$ cat src/rtl/vmem_arbiter.sv
// vmem_arbiter: shares the single-ported 8-lane vector data memory between
// the vector core memory stage and the host loader. The core normally wins;
// a host request denied STARVE times in a row is forced through. Read data
// (one-cycle memory latency) is steered back to whoever issued the read.
//
// state   | meaning
// --------+--------------------------------------------------------------
// ST_IDLE | no host transaction in flight
// ST_HOST | host access issued last cycle, host_ack is due this cycle
module vmem_arbiter #(
  parameter int N      = 20,
  parameter int AW     = 16,
  parameter int STARVE = 4
) (
  input  logic                CLK,
  input  logic                RST,
  input  logic                core_req,
  input  logic                core_we,
  input  logic [AW-1:0]       core_addr,
  input  logic [7:0][N-1:0]   core_wdata,
  output logic                core_stall,
  output logic                core_rvalid,
  output logic [7:0][N-1:0]   core_rdata,
  input  logic                host_req,
  input  logic                host_we,
  input  logic [AW-1:0]       host_addr,
  input  logic [7:0][N-1:0]   host_wdata,
  output logic                host_ack,
  output logic [7:0][N-1:0]   host_rdata,
  output logic                mem_en,
  output logic                mem_we,
  output logic [AW-1:0]       mem_addr,
  output logic [7:0][N-1:0]   mem_wdata,
  input  logic [7:0][N-1:0]   mem_rdata
);

  localparam int CW = $clog2(STARVE + 1);

  typedef enum logic {
    ST_IDLE = 1'b0,
    ST_HOST = 1'b1
  } st_e;

  st_e           st_q, st_d;
  logic [CW-1:0] wcnt_q, wcnt_d;
  logic          crd_q, crd_d;
  logic          hrd_q, hrd_d;

  logic          host_elig;
  logic          starved;
  logic          host_gnt;
  logic          core_gnt;

  // Grant decision; RST gating keeps every output quiet while reset is held.
  always_comb begin
    host_elig = host_req & (st_q != ST_HOST);
    starved   = (wcnt_q == CW'(STARVE));
    host_gnt  = RST & host_elig & (~core_req | starved);
    core_gnt  = RST & core_req & ~host_gnt;
  end

  assign core_stall = RST & core_req & ~core_gnt;

  // Memory port driven from whichever requester holds the grant, else zero.
  always_comb begin
    mem_en    = 1'b0;
    mem_we    = 1'b0;
    mem_addr  = '0;
    mem_wdata = '0;
    if (host_gnt) begin
      mem_en    = 1'b1;
      mem_we    = host_we;
      mem_addr  = host_addr;
      mem_wdata = host_wdata;
    end else if (core_gnt) begin
      mem_en    = 1'b1;
      mem_we    = core_we;
      mem_addr  = core_addr;
      mem_wdata = core_wdata;
    end
  end

  // Next-state: ack tracking, starvation count (held in the ack cycle), read tags.
  always_comb begin
    st_d   = host_gnt ? ST_HOST : ST_IDLE;
    wcnt_d = wcnt_q;
    if (host_gnt || !host_req) begin
      wcnt_d = '0;
    end else if (host_elig && !starved) begin
      wcnt_d = wcnt_q + CW'(1);
    end
    crd_d = core_gnt & ~core_we;
    hrd_d = host_gnt & ~host_we;
  end

  // State registers; reset drops any read still in flight.
  always_ff @(posedge CLK or negedge RST) begin
    if (!RST) begin
      st_q   <= ST_IDLE;
      wcnt_q <= '0;
      crd_q  <= 1'b0;
      hrd_q  <= 1'b0;
    end else begin
      st_q   <= st_d;
      wcnt_q <= wcnt_d;
      crd_q  <= crd_d;
      hrd_q  <= hrd_d;
    end
  end

  assign core_rvalid = crd_q;
  assign core_rdata  = crd_q ? mem_rdata : '0;
  assign host_ack    = (st_q == ST_HOST);
  assign host_rdata  = hrd_q ? mem_rdata : '0;

endmodule

$ cat config.mk
export PLATFORM = sky130hd
export DESIGN_NAME = vmem_arbiter
export DESIGN_NICKNAME = d
export VERILOG_FILES = /design/src/rtl/vmem_arbiter.sv
export SDC_FILE = /design/constraint.sdc
export NUM_CORES = 1
export LEC_CHECK = 0
export CAP_MARGIN = 20
export CORE_AREA = 10 10 391 393
export CTS_BUF_LIST = sky130_fd_sc_hd__clkbuf_4
export CTS_CLUSTER_DIAMETER = 60
export DETAILED_ROUTE_END_ITERATION = 10
export DIE_AREA = 0 0 401 403
export PLACE_DENSITY = 0.34
export SLEW_MARGIN = 20
export SYNTH_ARGS = -nofsm -noshare
export SYNTH_HDL_FRONTEND = slang
export SYNTH_SLANG_ARGS = --single-unit
$ cat constraint.sdc
create_clock -name CLK -period 2.76 [get_ports CLK]
set_input_delay 0.414 -clock CLK [delete_from_list [all_inputs] [get_ports CLK]]
set_output_delay 0.414 -clock CLK [all_outputs]
set_load 0.05 [all_outputs]
Word-level counts from Yosys, hierarchy flattened:

Index checks and enable logic that the tools add are counted.
Widths: inputs -> output; s select.

* logic and storage cells: 39
* output and inout bits: 501
* bits in registers: 6
* input port bits: 518

* add/sub/neg operators: 1
* bitwise logic cells: 15
* reduce and logical (&&, ||, !) cells: 5
* equal/unequal tests: 1
* multiplexer cells: 13

Operators by type and width (number)
* $mux 160: 4
* $mux 16: 2
* $and 1x1->1: 8
* $mux 3: 2
* $not 1->1: 6
* $mux 1: 5
* $add 3x1->3 const B: 1
* $eq 3x3->1 const B: 1
* $logic_not 1->1: 2
* $reduce_bool 2->1: 1
* $logic_and 1x1->1: 1
* $logic_or 1x1->1: 1
* $or 1x1->1: 1

Depth between registers and ports, before layout:

* depth in word-level cells: 8
* depth in mapped cells: 7
* gate-level depth less buffers: 5

Worst setup path before layout:

No wires, ideal clock.

* path kind: reg-to-output
* start: register st_q, in the netlist host_ack
* end: output mem_wdata[100] (netlist bit)
* slack: 552 ps
* arrival time: 1794 ps
* data required time: 2346 ps
* path buffers: 2
* stages on the path, launching flop included: 6
* cells stage by stage: dfrtp_1 > nor2b_2 > a31oi_4 > buf_6 > buf_6 > a22o_1

RTL lines
* from (decl): line 44 `st_e st_q, st_d;`
* from (signal assigned): line 104 `st_q <= st_d;`
* to (decl): line 33 `output logic [7:0][N-1:0] mem_wdata,`

==> flow_metrics.env <==
export IMPL_status="finished clean"
export IMPL_fin_cells=3533
export IMPL_antenna_found_initial=123
export IMPL_met2_usage=0.273
export IMPL_worstSetupStartpointType="flip-flop"
export IMPL_cp_buffers_inverters=4
export IMPL_grt_met1_usage=0.146
export IMPL_max_slew_margin=0.612
export IMPL_numCtsBuffers=3
export IMPL_finalPower_w=0.00412
export IMPL_ios=1019
export IMPL_cts_sinks=6
export IMPL_finalSetupTns_ns=0
export IMPL_wirelength_um=122000
export IMPL_worstMarginPinSlew_ns=0.582
export IMPL_drv_cap=0
export IMPL_drtPass1Iterations=5
export IMPL_irDropWorstVdd_uv=66.1
export IMPL_slew_viol_final=0
export IMPL_cpLargestDelayFamily="buffers and inverters"
export IMPL_fin_skew_ns=0.0265
export IMPL_crit_chain="inv_1, ha_2, nand2_1, a21oi_4, buf_12, buf_12, a22o_1, buf_12"
export IMPL_htree_levels=1
export IMPL_clk_pin_slew_ns=0.09
export IMPL_grt_overflow=0
export IMPL_cp_slowest_cell="dfrtp_1"
export IMPL_synth_largest_area_cell="and2_1"
export IMPL_yosys_top_cells_area="and2_1 (46%), a22o_1 (35%), buf_6 (5.9%)"
export IMPL_cp_max_fo=22
export IMPL_period_share=0.963
export IMPL_rsz0062_at_grt="true"
export IMPL_ys_seq_elements=6
export IMPL_leakage_nw=7.88
export IMPL_powerDensity_nw_per_um2=199
export IMPL_cp_common_cell="buf_12"
export IMPL_drc=0
export IMPL_fin_crit_ns=2.66
export IMPL_grt_pass1_vias=9994
export IMPL_yosys_warnings=0
export IMPL_vias=9462
export IMPL_syn_area_per_cell_sq_um=7.31
export IMPL_cp_required_ns=2.35
export IMPL_critPathMaxStageDelay_ns=0.41
export IMPL_netlist_area_sq_um=4380
export IMPL_ys_seq_area_frac=0.0342
export IMPL_dp_hpwl_um=116000
export IMPL_synthCells=600
export IMPL_hp_class="in2async"
export IMPL_hold_violations=0
export IMPL_worst_setup_path_end_kind="output port"
export IMPL_post_drt_via_cell_ratio=2.68
export IMPL_grtUsageTotal=0.142
export IMPL_num_rows=140
export IMPL_clk_latency_ns=0.28
export IMPL_drive_above_1_share=0.336
export IMPL_nets=2111
export IMPL_busiest_layer="met2"
export IMPL_ant_nets=0
export IMPL_layout_common_cells="clkdlybuf4s50_1 (540), buf_12 (393), and2_1 (321), a22o_1 (169), buf_4 (123)"
export IMPL_dp_cells=3503
export IMPL_final_common_cell="clkdlybuf4s50_1"
export IMPL_post_cts_setup_buffer_count=0
export IMPL_drt_iter0_drc=506
export IMPL_clock_path_buffers=2
export IMPL_clockRootBuffer="clkbuf_4"
export IMPL_r2r_slack_ns=1.15
export IMPL_area_growth_pct=371
export IMPL_max_freq_mhz=376
export IMPL_wl_per_cell_um=34.4
export IMPL_synth_cell_types=25
export IMPL_gp_congestion=0.900
export IMPL_use_met3=0.0578
export IMPL_grt_max_degree=60
export IMPL_yosys_area_top_type_share=0.458
export IMPL_io_buffers=1018
export IMPL_critPathKind="reg2out"
export IMPL_dieWidth_um=401
export IMPL_syn_num_nets=1120
export IMPL_grt_pass1_wl_um=145000
export IMPL_die_h_um=403
export IMPL_start_util=0.0302
export IMPL_cts_tree="yes"
export IMPL_die_area_sq_um=162000
export IMPL_finalSetupViolCount=0
export IMPL_arrival_ns=2.24
export IMPL_core_area_sq_um=145000
export IMPL_post_route_util=0.142
## repair_timing
action,in CTS,in global routing
setup endpoints to repair,150,6
resized for setup,5,6
hold buffers,0,0
pin swaps,0,0
## layer usage
metal  routed length [um]  vias up
met2                65500      603
met4                 1540       96
li1                     -     4127
met3                10500      198
met5                  639        -
met1                43400     4438
## worst paths after layout
kind                                       start                    end  depth (start not counted)
max                        wcnt_q[1]$_DFFE_PN0P_          mem_wdata[12]                          8
min                                          RST  core_rvalid$_DFF_PN0_                          2
max reg2reg                wcnt_q[1]$_DFFE_PN0P_  wcnt_q[2]$_DFFE_PN0P_                          7
min reg2reg                wcnt_q[0]$_DFFE_PN0P_  wcnt_q[0]$_DFFE_PN0P_                          2
max in group asynchronous                    RST  wcnt_q[2]$_DFFE_PN0P_                          2
min in group CLK           wcnt_q[0]$_DFFE_PN0P_  wcnt_q[0]$_DFFE_PN0P_                          2
## metrics by stage
step | area [sq um] | hold WS, ns | worst slack [ns]
detailed placement | 20500 | 0.594 | -0.245
finish | 20700 | 0.491 | 0.102
global placement | 20500 | 0.613 | -0.283
CTS | 20600 | 0.521 | 0.0544
floorplan | 4380 | 0.118 | 0.552
global route | 20600 | 0.497 | -0.00507
## worst register-to-register path: stages (launching register included)
cell and delay [ns]:
dfrtp_1 0.41, inv_1 0.07, ha_2 0.23, nand2_1 0.11, a21oi_4 0.22, buf_12 0.21, buf_4 0.16, nor4b_1 0.04
## cell type report
cell class / count / area, sq um
fill: 16400 / 124000
timing repair buffer: 1059 / 14200
multi-input combinational: 518 / 3750
tap: 1917 / 2400
sequential: 6 / 158
antenna: 26 / 65.1
clock buffer: 4 / 30.0
inverter: 3 / 11.3
## flip-flops by register name, indices dropped and copies added (netlist names)
name	count
core_rvalid	1
wcnt_q	3
hrd_q	1
host_ack	1
## cells in the mapped netlist
| cell type | n |
|---|---|
| a21oi_1 | 2 |
| a21oi_2 | 1 |
| a22o_1 | 176 |
| a31oi_4 | 1 |
| and2_1 | 321 |
| and3_1 | 1 |
| buf_2 | 5 |
| buf_4 | 10 |
| buf_6 | 23 |
| clkbuf_1 | 34 |
| clkbuf_4 | 1 |
| dfrtp_1 | 6 |
| ha_1 | 2 |
| inv_1 | 3 |
| mux2_1 | 1 |
| mux2i_1 | 1 |
| nand2_1 | 2 |
| nand3b_1 | 1 |
| nor2b_1 | 2 |
| nor2b_2 | 1 |
| nor3b_1 | 2 |
| nor4b_1 | 1 |
| nor4bb_1 | 1 |
| o21a_1 | 1 |
| xnor2_1 | 1 |
## cells by family after synthesis
family / Yosys count / share of synthesized area
muxes: 2 / 0.00485
AOI/OAI and AO/OA: 181 / 0.362
buffers and inverters: 76 / 0.115
DFF: 6 / 0.0342
xor gates and xnor gates: 1 / 0.00200
adders and majority gates: 2 / 0.00571
and+or+nand+nor: 332 / 0.475
## power by group
| part | switching [W] | internal (W) | total [W] |
|---|---|---|---|
| Sequential | 0.0000214 | 0.0000953 | 0.000117 |
| Combinational | 0.00206 | 0.00182 | 0.00388 |
| Clock | 0.0000569 | 0.0000655 | 0.000122 |
Power figures use the tool's default switching activity.
